<file path="config.mk">
export PLATFORM = sky130hd
export DESIGN_NAME = apb_slave_regbank_flat
export DESIGN_NICKNAME = d
export VERILOG_FILES = /design/src/rtl/apb_slave_regbank_if.sv /design/src/rtl/apb_slave_regbank.sv /design/src/flat_wrapper.sv
export SDC_FILE = /design/constraint.sdc
export NUM_CORES = 1
export LEC_CHECK = 0
export BUFFER_PORTS_ARGS = -buffer_cell sky130_fd_sc_hd__buf_2
export CAP_MARGIN = 15
export CORE_ASPECT_RATIO = 0.9
export CORE_MARGIN = 4
export CORE_UTILIZATION = 59
export CTS_CLUSTER_DIAMETER = 60
export DETAILED_ROUTE_END_ITERATION = 16
export PLACE_DENSITY = 0.79
export SETUP_SLACK_MARGIN = 0.15
export SKIP_CTS_REPAIR_TIMING = 1
export SLEW_MARGIN = 20
export SYNTH_ARGS = -nofsm -noshare
export SYNTH_HDL_FRONTEND = slang
export SYNTH_SLANG_ARGS = --single-unit
</file>
<file path="constraint.sdc">
create_clock -name hclk -period 11.5 [get_ports hclk]
set_input_delay 1.725 -clock hclk [delete_from_list [all_inputs] [get_ports hclk]]
set_output_delay 1.725 -clock hclk [all_outputs]
set_load 0.05 [all_outputs]
</file>
<file path="src/rtl/apb_slave_regbank_if.sv">
// APB bus bundle between the bridge (master) and the register-bank slave.
// Carries the three-bit select vector so several slaves can share one bundle.
interface apb_slave_regbank_if;
    logic [2:0]  psel;
    logic        penable;
    logic        pwrite;
    logic [31:0] paddr;
    logic [31:0] pwdata;
    logic [31:0] prdata;
    logic        pready;
    logic        pslverr;

    modport master (
        output psel, penable, pwrite, paddr, pwdata,
        input  prdata, pready, pslverr
    );

    modport slave (
        input  psel, penable, pwrite, paddr, pwdata,
        output prdata, pready, pslverr
    );
endinterface

</file>
<file path="src/rtl/apb_slave_regbank.sv">
// APB register bank: six R/W words, a committed-write counter and a constant ID.
// Transfers are stretched by WAIT_CYCLES wait states; all bus outputs are registered.
module apb_slave_regbank #(
    parameter int unsigned SEL_IDX     = 0,
    parameter int unsigned WAIT_CYCLES = 2,
    parameter logic [31:0] ID_VALUE    = 32'hA5B4_0001
) (
    input logic                hclk,
    input logic                hresetn,
    apb_slave_regbank_if.slave apb
);
    typedef enum logic [1:0] {
        IDLE = 2'b00,
        WAIT = 2'b01,
        DONE = 2'b10
    } state_t;

    localparam logic [3:0] CNT_INIT = (WAIT_CYCLES == 0) ? 4'd0 : 4'(WAIT_CYCLES - 1);

    state_t      state_r, state_next_s;
    logic [3:0]  cnt_r, cnt_next_s;
    logic [9:0]  addr_r, addr_cur_s;
    logic        write_r, write_cur_s;
    logic [31:0] words_r [6];
    logic [15:0] wcnt_r;
    logic [31:0] prdata_r;
    logic        pready_r;
    logic        pslverr_r;
    logic        sel_s;
    logic        latch_s;
    logic        err_cur_s;
    logic        commit_s;
    logic [31:0] rd_word_s;
    logic        unused_s;

    // Out-of-range word address, or a write aimed at one of the read-only words 6/7.
    function automatic logic addr_error(input logic [9:0] word_addr, input logic is_write);
        return (word_addr[9:3] != 7'd0) || (is_write && (word_addr[2:1] == 2'b11));
    endfunction

    assign sel_s    = apb.psel[SEL_IDX];
    assign unused_s = ^{apb.psel, apb.paddr[31:12], apb.paddr[1:0]};

    // Next-state logic; the setup address is used directly on the cycle it is latched.
    always_comb begin
        state_next_s = state_r;
        cnt_next_s   = cnt_r;
        latch_s      = 1'b0;
        commit_s     = 1'b0;
        case (state_r)
            IDLE: begin
                if (sel_s && !apb.penable) begin
                    latch_s = 1'b1;
                    if (WAIT_CYCLES == 0) begin
                        state_next_s = DONE;
                    end else begin
                        state_next_s = WAIT;
                        cnt_next_s   = CNT_INIT;
                    end
                end else begin
                    state_next_s = IDLE;
                end
            end
            WAIT: begin
                if (sel_s && apb.penable) begin
                    if (cnt_r == 4'd0) begin
                        state_next_s = DONE;
                    end else begin
                        cnt_next_s = cnt_r - 4'd1;
                    end
                end else begin
                    state_next_s = IDLE;
                    cnt_next_s   = 4'd0;
                end
            end
            DONE: begin
                state_next_s = IDLE;
                cnt_next_s   = 4'd0;
                commit_s     = sel_s && apb.penable && write_r && !err_cur_s;
            end
            default: begin
                state_next_s = IDLE;
                cnt_next_s   = 4'd0;
            end
        endcase
    end

    // Address/direction of the transfer in flight, its error status and read word.
    always_comb begin
        addr_cur_s  = latch_s ? apb.paddr[11:2] : addr_r;
        write_cur_s = latch_s ? apb.pwrite : write_r;
        err_cur_s   = addr_error(addr_cur_s, write_cur_s);
        case (addr_cur_s[2:0])
            3'd0, 3'd1, 3'd2, 3'd3, 3'd4, 3'd5: rd_word_s = words_r[addr_cur_s[2:0]];
            3'd6:    rd_word_s = {16'h0000, wcnt_r};
            3'd7:    rd_word_s = ID_VALUE;
            default: rd_word_s = 32'h0000_0000;
        endcase
    end

    // FSM state and wait-state counter.
    always_ff @(posedge hclk or posedge hresetn) begin
        if (hresetn) begin
            state_r <= IDLE;
            cnt_r   <= 4'd0;
        end else begin
            state_r <= state_next_s;
            cnt_r   <= cnt_next_s;
        end
    end

    // Transfer capture, register file, write counter and registered bus outputs.
    always_ff @(posedge hclk or posedge hresetn) begin
        if (hresetn) begin
            addr_r    <= 10'd0;
            write_r   <= 1'b0;
            wcnt_r    <= 16'd0;
            prdata_r  <= 32'h0000_0000;
            pready_r  <= 1'b0;
            pslverr_r <= 1'b0;
            for (int i = 0; i < 6; i++) begin
                words_r[i] <= 32'h0000_0000;
            end
        end else begin
            if (latch_s) begin
                addr_r  <= apb.paddr[11:2];
                write_r <= apb.pwrite;
            end
            if (commit_s) begin
                case (addr_r[2:0])
                    3'd0, 3'd1, 3'd2, 3'd3, 3'd4, 3'd5: words_r[addr_r[2:0]] <= apb.pwdata;
                    default: ;
                endcase
                wcnt_r <= wcnt_r + 16'd1;
            end
            pready_r  <= (state_next_s == DONE);
            pslverr_r <= (state_next_s == DONE) && err_cur_s;
            prdata_r  <= ((state_next_s == DONE) && !write_cur_s && !err_cur_s) ? rd_word_s
                                                                                : 32'h0000_0000;
        end
    end

    assign apb.prdata  = prdata_r;
    assign apb.pready  = pready_r;
    assign apb.pslverr = pslverr_r;
endmodule

</file>
<file path="src/flat_wrapper.sv">
// flat-port wrapper written by rule: the top's interface ports become plain ports
module apb_slave_regbank_flat 
#(
    parameter int unsigned SEL_IDX     = 0,
    parameter int unsigned WAIT_CYCLES = 2,
    parameter logic [31:0] ID_VALUE    = 32'hA5B4_0001
)
  (hclk, hresetn, apb_psel, apb_penable, apb_pwrite, apb_paddr, apb_pwdata, apb_prdata, apb_pready, apb_pslverr);
  apb_slave_regbank_if apb_i ();
  input logic hclk;
  input logic hresetn;
  input wire logic [$bits(apb_i.psel)-1:0] apb_psel;
  input wire logic [$bits(apb_i.penable)-1:0] apb_penable;
  input wire logic [$bits(apb_i.pwrite)-1:0] apb_pwrite;
  input wire logic [$bits(apb_i.paddr)-1:0] apb_paddr;
  input wire logic [$bits(apb_i.pwdata)-1:0] apb_pwdata;
  output wire logic [$bits(apb_i.prdata)-1:0] apb_prdata;
  output wire logic [$bits(apb_i.pready)-1:0] apb_pready;
  output wire logic [$bits(apb_i.pslverr)-1:0] apb_pslverr;
  assign apb_i.psel = apb_psel;
  assign apb_i.penable = apb_penable;
  assign apb_i.pwrite = apb_pwrite;
  assign apb_i.paddr = apb_paddr;
  assign apb_i.pwdata = apb_pwdata;
  assign apb_prdata = apb_i.prdata;
  assign apb_pready = apb_i.pready;
  assign apb_pslverr = apb_i.pslverr;
  apb_slave_regbank #(.SEL_IDX(SEL_IDX), .WAIT_CYCLES(WAIT_CYCLES), .ID_VALUE(ID_VALUE)) u_core (.hclk(hclk), .hresetn(hresetn), .apb(apb_i));
endmodule
</file>
==> run summary, run 1 <==
Clock Tree Buf Depth - 3
wire per inst - 21.26 um
fin crit period - 4.572 ns
CTS tree - built
Core ar. - 19160 um2
NumNets Final - 974
EDFF count, synth - 0
Yosys cell types - 52
Total GRT Usage - 0.2329
Final Hold Viols - 0
Vias - 7135
# setup viols final - 0
I/O Buffers - 80
largest stage delay on the critical path - 0.89 ns
Num Clock Sinks - 259
Area growth, synth to finish - 12.93%
crit path DAT - 4.97 ns
IO Count - 105
startpoint types - input port
period utilization - 0.3976
worst min path class - flip-flop to flip-flop
Hold Slack - 0.4725 ns
Cell Pwr Density - 153.2 nW/um2
first-pass GRT wire length - 41.17 mm
total grt overflow - 0
DR vias/cell - 6.114
CP max FO - 21
Finished Core Util - 0.6791
synth cell count leaders - dfrtp_1 (259), mux2_2 (186), nand2_1 (46)
Top FF cell, synth - dfrtp_1
fmax - 0.2187 GHz
flops & latches, synth - 259
power consumption - 1.993 mW
crit end category - flip-flop
Syn. warnings - 0
largest net degree at the start of global routing - 105
drt drc - 0
final-report max-slew violation count - 0
max_cap viols - 0
Die W - 155.3 um
Max-slew headroom - 0.2776
leakage power - 6.488 nW
final WL - 24.82 mm
peak supply drop - 0.09583 mV
Die Y - 140.6 um
number of global-route vias before repair - 7596
routability cong. - 0.7568
area of the mapped netlist - 11520 um2
status - finished, final reports clean
cell chain of the critical path - buf_2 -> nor4b_4 -> buf_4 -> mux2i_1 -> or3_1 -> nor4_4 -> buf_4 -> mux2_2
antenna violations before repair - 1
Worst Max-Slew Pin Slew - 1.081 ns
row count - 48
Top cell by count, worst path - buf_4
cts bufs inserted - 27
Avg Inst Size Synth - 13.95 um2
CP Class - input port to flip-flop
sequential area share after synthesis - 0.5626
H-tree level count - 1
clk_lat worst skew - 0.52 ns
initial drt markers - 329
async set-or-reset flop fraction in the synthesized netlist - 1.000
Yosys top cell area share - 0.5626
ranking of synthesized cells by area - dfrtp_1 (56%), mux2_2 (18%), mux2_4 (3.9%)
Final ANT Viol Nets - 0
cell taking the most area after synthesis - dfrtp_1
layout cells sized above 1 - 0.4138
die area - 21830 um2
Mapped Cells - 826
CP max-delay cell - nor4_4
TritonRoute pass-1 iters - 4
Starting Density - 0.6014
Post-Syn Nets - 900
CTS clk-pin slew, worst paths - 0.06 ns
post-DP HPWL - 14.60 mm
clk root buf - clkbuf_16
worst path required time - 11.90 ns
Fin Clk Skew - 0.009170 ns
RSZ-0062 raised after global routing - false
Setup TNS - 0 ns
top-count cell post-synth - dfrtp_1
## report_power, final
| group | internal (mW) | switching, mW |
|---|---|---|
| registers | 0.924 | 0.0150 |
| clock network | 0.497 | 0.343 |
| logic | 0.0680 | 0.147 |
| total | 1.49 | 0.505 |
## per-layer routing
metal / GRT usage / vias up / share of wire
met5: 0 / - / 0.00052
met4: 0.05573 / 2 / 0.018
met3: 0.04236 / 36 / 0.054
met2: 0.3738 / 191 / 0.48
met1: 0.3362 / 3714 / 0.45
li1: - / 3192 / -
## critical path, delay by kind of cell
family	cells	cell delay (ns)
buffers and inverters	3	0.95
muxes	2	0.52
and+or+nand+nor	3	1.75
## path summary, 6_finish.rpt
check                                              start                               to  slack, ns  depth (start not counted)
hold / removal             u_core.wcnt_r[15]$_DFFE_PP0P_    u_core.wcnt_r[15]$_DFFE_PP0P_       0.47                          1
setup reg to reg             u_core.state_r[1]$_DFF_PP0_   u_core.words_r[36]$_DFFE_PP0P_       7.75                          7
setup / recovery                             apb_penable   u_core.words_r[36]$_DFFE_PP0P_       6.93                          8
max in group asynchronous                        hresetn  u_core.words_r[105]$_DFFE_PP0P_       8.72                          3
hold reg to reg            u_core.wcnt_r[15]$_DFFE_PP0P_    u_core.wcnt_r[15]$_DFFE_PP0P_       0.47                          1
min in group asynchronous                        hresetn  u_core.apb.prdata[23]$_DFF_PP0_       1.33                          2
## layout by cell type (no fill, tap or decap), types with 4 or more instances in the layout
master / count
xnor2_1: 10
o21ai_0: 7
nor4_1: 4
nand2b_1: 5
mux2_4: 30
nand2_1: 46
clkbuf_16: 27
mux2i_1: 24
buf_2: 80
a22oi_1: 8
nand4_1: 7
xor2_1: 5
and2_1: 15
nand3_1: 19
mux2_1: 8
inv_1: 4
a2111oi_0: 31
buf_4: 17
clkbuf_8: 11
a221oi_1: 15
nor3_1: 8
a32oi_1: 8
nor2_1: 14
mux4_2: 8
mux2_2: 186
and3_1: 11
dfrtp_1: 259
## logic make-up after synthesis
logic type,Yosys count,share of synthesized area
and+or+nand+nor,154,0.07461
buffers and inverters,59,0.02585
muxes,260,0.2690
adders and majority gates,3,0.003258
xor gates and xnor gates,15,0.01140
DFF,259,0.5626
AOI/OAI and AO/OA,76,0.05332
## final cells by class
cell class,count,area (um2)
fillers,1318,6147
well taps,250,312.8
clock buffers,41,838.3
diodes,1,2.502
repair buffers,97,528.0
flip-flops and latches,259,6481
clock inverters,4,25.02
multi-input cells,508,4790
inverters,7,33.78
## flip-flops by register name, summed over array words and instances, names as in the netlist
register	count
u_core.apb.pready	1
u_core.write_r	1
u_core.cnt_r	4
u_core.apb.prdata	32
u_core.words_r	192
u_core.wcnt_r	16
u_core.addr_r	10
u_core.state_r	2
u_core.apb.pslverr	1
## per-stage QoR
step                      cells  area [um2]  worst slack [ns]
final                      1167       13010             6.928
after global routing       1166       13010             6.767
after CTS                  1166       13010             6.928
after detailed placement   1121       12150             6.408
after global placement     1121       12140             6.253
after floorplan             826       11520             2.648
Note: power is estimated with default switching activity, not from simulation.
==> run 2, diff against run 1 <==
CORE_UTILIZATION = 54   (was 59)
PLACE_DENSITY = 0.76   (was 0.79)
clock period = 3.98 ns   (was 11.5 ns; I/O delays follow)
==> run 2 against run 1 <==
Effect of this change: power grew to 2.9 times the previous value; worst setup slack lost 6.2 ns; design area grew 1.3%; register-to-register slack lost 7.1 ns; clock skew shrank 0.00067 ns; flip-flop and latch count is the same; worst hold slack lost 0.44 ns; core utilization shrank 4.8 points; routed wire length grew 2.1%; combinational power grew to 3.0 times the previous value; global-route usage shrank 1.8 points; first-iteration DRC count grew 69%; largest power group unchanged; highest routed layer unchanged.
==> run summary, run 2 (synthesis gave the netlist of run 1 again) <==
CP max FO - 23
IO Count - 105
setup ws final - 0.6960 ns
Die Y - 146.6 um
RSZ-0062 raised after global routing - false
CP Class - flip-flop to flip-flop
number of global-route vias before repair - 7516
most common cell after layout, fill and taps aside - dfrtp_1
Top cell by count, worst path - buf_4
row count - 50
final WL - 25.33 mm
period utilization - 0.8251
Buffers & Inverters on Critical Path - 3
startpoint types - flip-flop
cts bufs inserted - 27
Largest Register - u_core.words_r
H-tree level count - 1
total grt overflow - 0
CTS clk-pin slew, worst paths - 0.06 ns
DR vias/cell - 5.923
CP max-delay cell - nor4b_4
Core ar. - 20900 um2
Final ANT Viol Nets - 0
Vias - 7232
Cell Pwr Density - 440.8 nW/um2
CTS tree - built
Area growth, synth to finish - 14.40%
Num Clock Sinks - 259
most frequent cells in the layout - dfrtp_1 (259), mux2_2 (186), buf_2 (80), nand2_1 (46), buf_4 (33)
routability cong. - 0.7971
crit path DAT - 3.75 ns
fmax - 0.3045 GHz
first-pass GRT wire length - 41.31 mm
initial drt markers - 557
clk_lat worst skew - 0.53 ns
drt drc - 0
layout cells sized above 1 - 0.4165
Worst Max-Slew Pin Slew - 0.8112 ns
Finished Core Util - 0.6308
max reg flops - 192
Die W - 162.0 um
antenna violations before repair - 2
fin crit period - 3.284 ns
Final Hold Viols - 0
final-report max-slew violation count - 0
CP delay by family, top - buffers and inverters
dpl ws - 0.4774 ns
crit end category - flip-flop
status - finished, final reports clean
TritonRoute pass-1 iters - 5
Starting Density - 0.5514
largest net degree at the start of global routing - 151
Clock Tree Buf Depth - 3
leakage power - 6.565 nW
max_cap viols - 0
die area - 23740 um2
post-DP HPWL - 15.26 mm
wire per inst - 20.74 um
NumNets Final - 991
cell chain of the critical path - nor4b_4 -> mux2i_4 -> clkinv_1 -> buf_4 -> mux2_2 -> o22ai_1 -> a2111oi_0 -> buf_4
I/O Buffers - 80
clk root buf - clkbuf_16
Total GRT Usage - 0.2145
Fin Clk Skew - 0.008498 ns
peak supply drop - 0.2859 mV
worst path required time - 4.44 ns
R2R setup slack - 0.70 ns
largest stage delay on the critical path - 0.72 ns
worst min path class - input port to async pin
Max-slew headroom - 0.4592
# setup viols final - 0
## run 2: stage by stage
step	hold WS, ns	power, mW	instance area, um2	std cells	TNS, ns
2_1_floorplan	0.4362	3.153	11520	826	-7.921
3_3_place_gp	0.4575	3.389	12320	1174	0
3_5_place_dp	0.4616	3.398	12320	1174	0
4_1_cts	0.02923	5.850	13180	1220	0
5_1_grt	0.04146	6.038	13180	1220	0
6_report	0.02808	5.810	13180	1221	0
## run 2: path summary, 6_finish.rpt
kind,depth (start not counted),to,startpoint
max,8,u_core.apb.prdata[0]$_DFF_PP0_,u_core.state_r[1]$_DFF_PP0_
min,2,u_core.addr_r[3]$_DFF_PP0_,hresetn
max reg2reg,8,u_core.apb.prdata[0]$_DFF_PP0_,u_core.state_r[1]$_DFF_PP0_
min reg2reg,1,u_core.wcnt_r[15]$_DFFE_PP0P_,u_core.wcnt_r[15]$_DFFE_PP0P_
max in group asynchronous,3,u_core.apb.prdata[10]$_DFF_PP0_,hresetn
min in group hclk,2,u_core.addr_r[3]$_DFF_PP0_,apb_paddr[5]
## run 2: cell type report
| cell class | instances | area, um2 |
|---|---|---|
| multi-input combinational | 508 | 4781 |
| inverter | 7 | 30.03 |
| sequential | 259 | 6481 |
| clock inverter | 6 | 95.09 |
| fill | 1624 | 7715 |
| antenna | 1 | 2.502 |
| clock buffer | 40 | 764.5 |
| tap | 286 | 357.8 |
| timing repair buffer | 114 | 668.1 |
## run 2: worst reg2reg max path: stages (launching register included)
cell and delay, ns:
dfrtp_1 0.44, nor4b_4 0.72, mux2i_4 0.35, clkinv_1 0.25, buf_4 0.32, mux2_2 0.27
o22ai_1 0.06, a2111oi_0 0.59, buf_4 0.22
## run 2: where the power goes
group / switching (mW) / internal, mW / total, mW
Clock: 1.00 / 1.45 / 2.46
Sequential: 0.0439 / 2.67 / 2.71
Combinational: 0.429 / 0.211 / 0.640
## run 2: metal layers
layer / vias up / share of wire / GRT usage
li1: 3232 / - / -
met1: 3792 / 0.47 / 0.3201
met2: 168 / 0.47 / 0.3364
met3: 36 / 0.047 / 0.03359
met4: 4 / 0.019 / 0.04736
met5: - / 0.00079 / 0
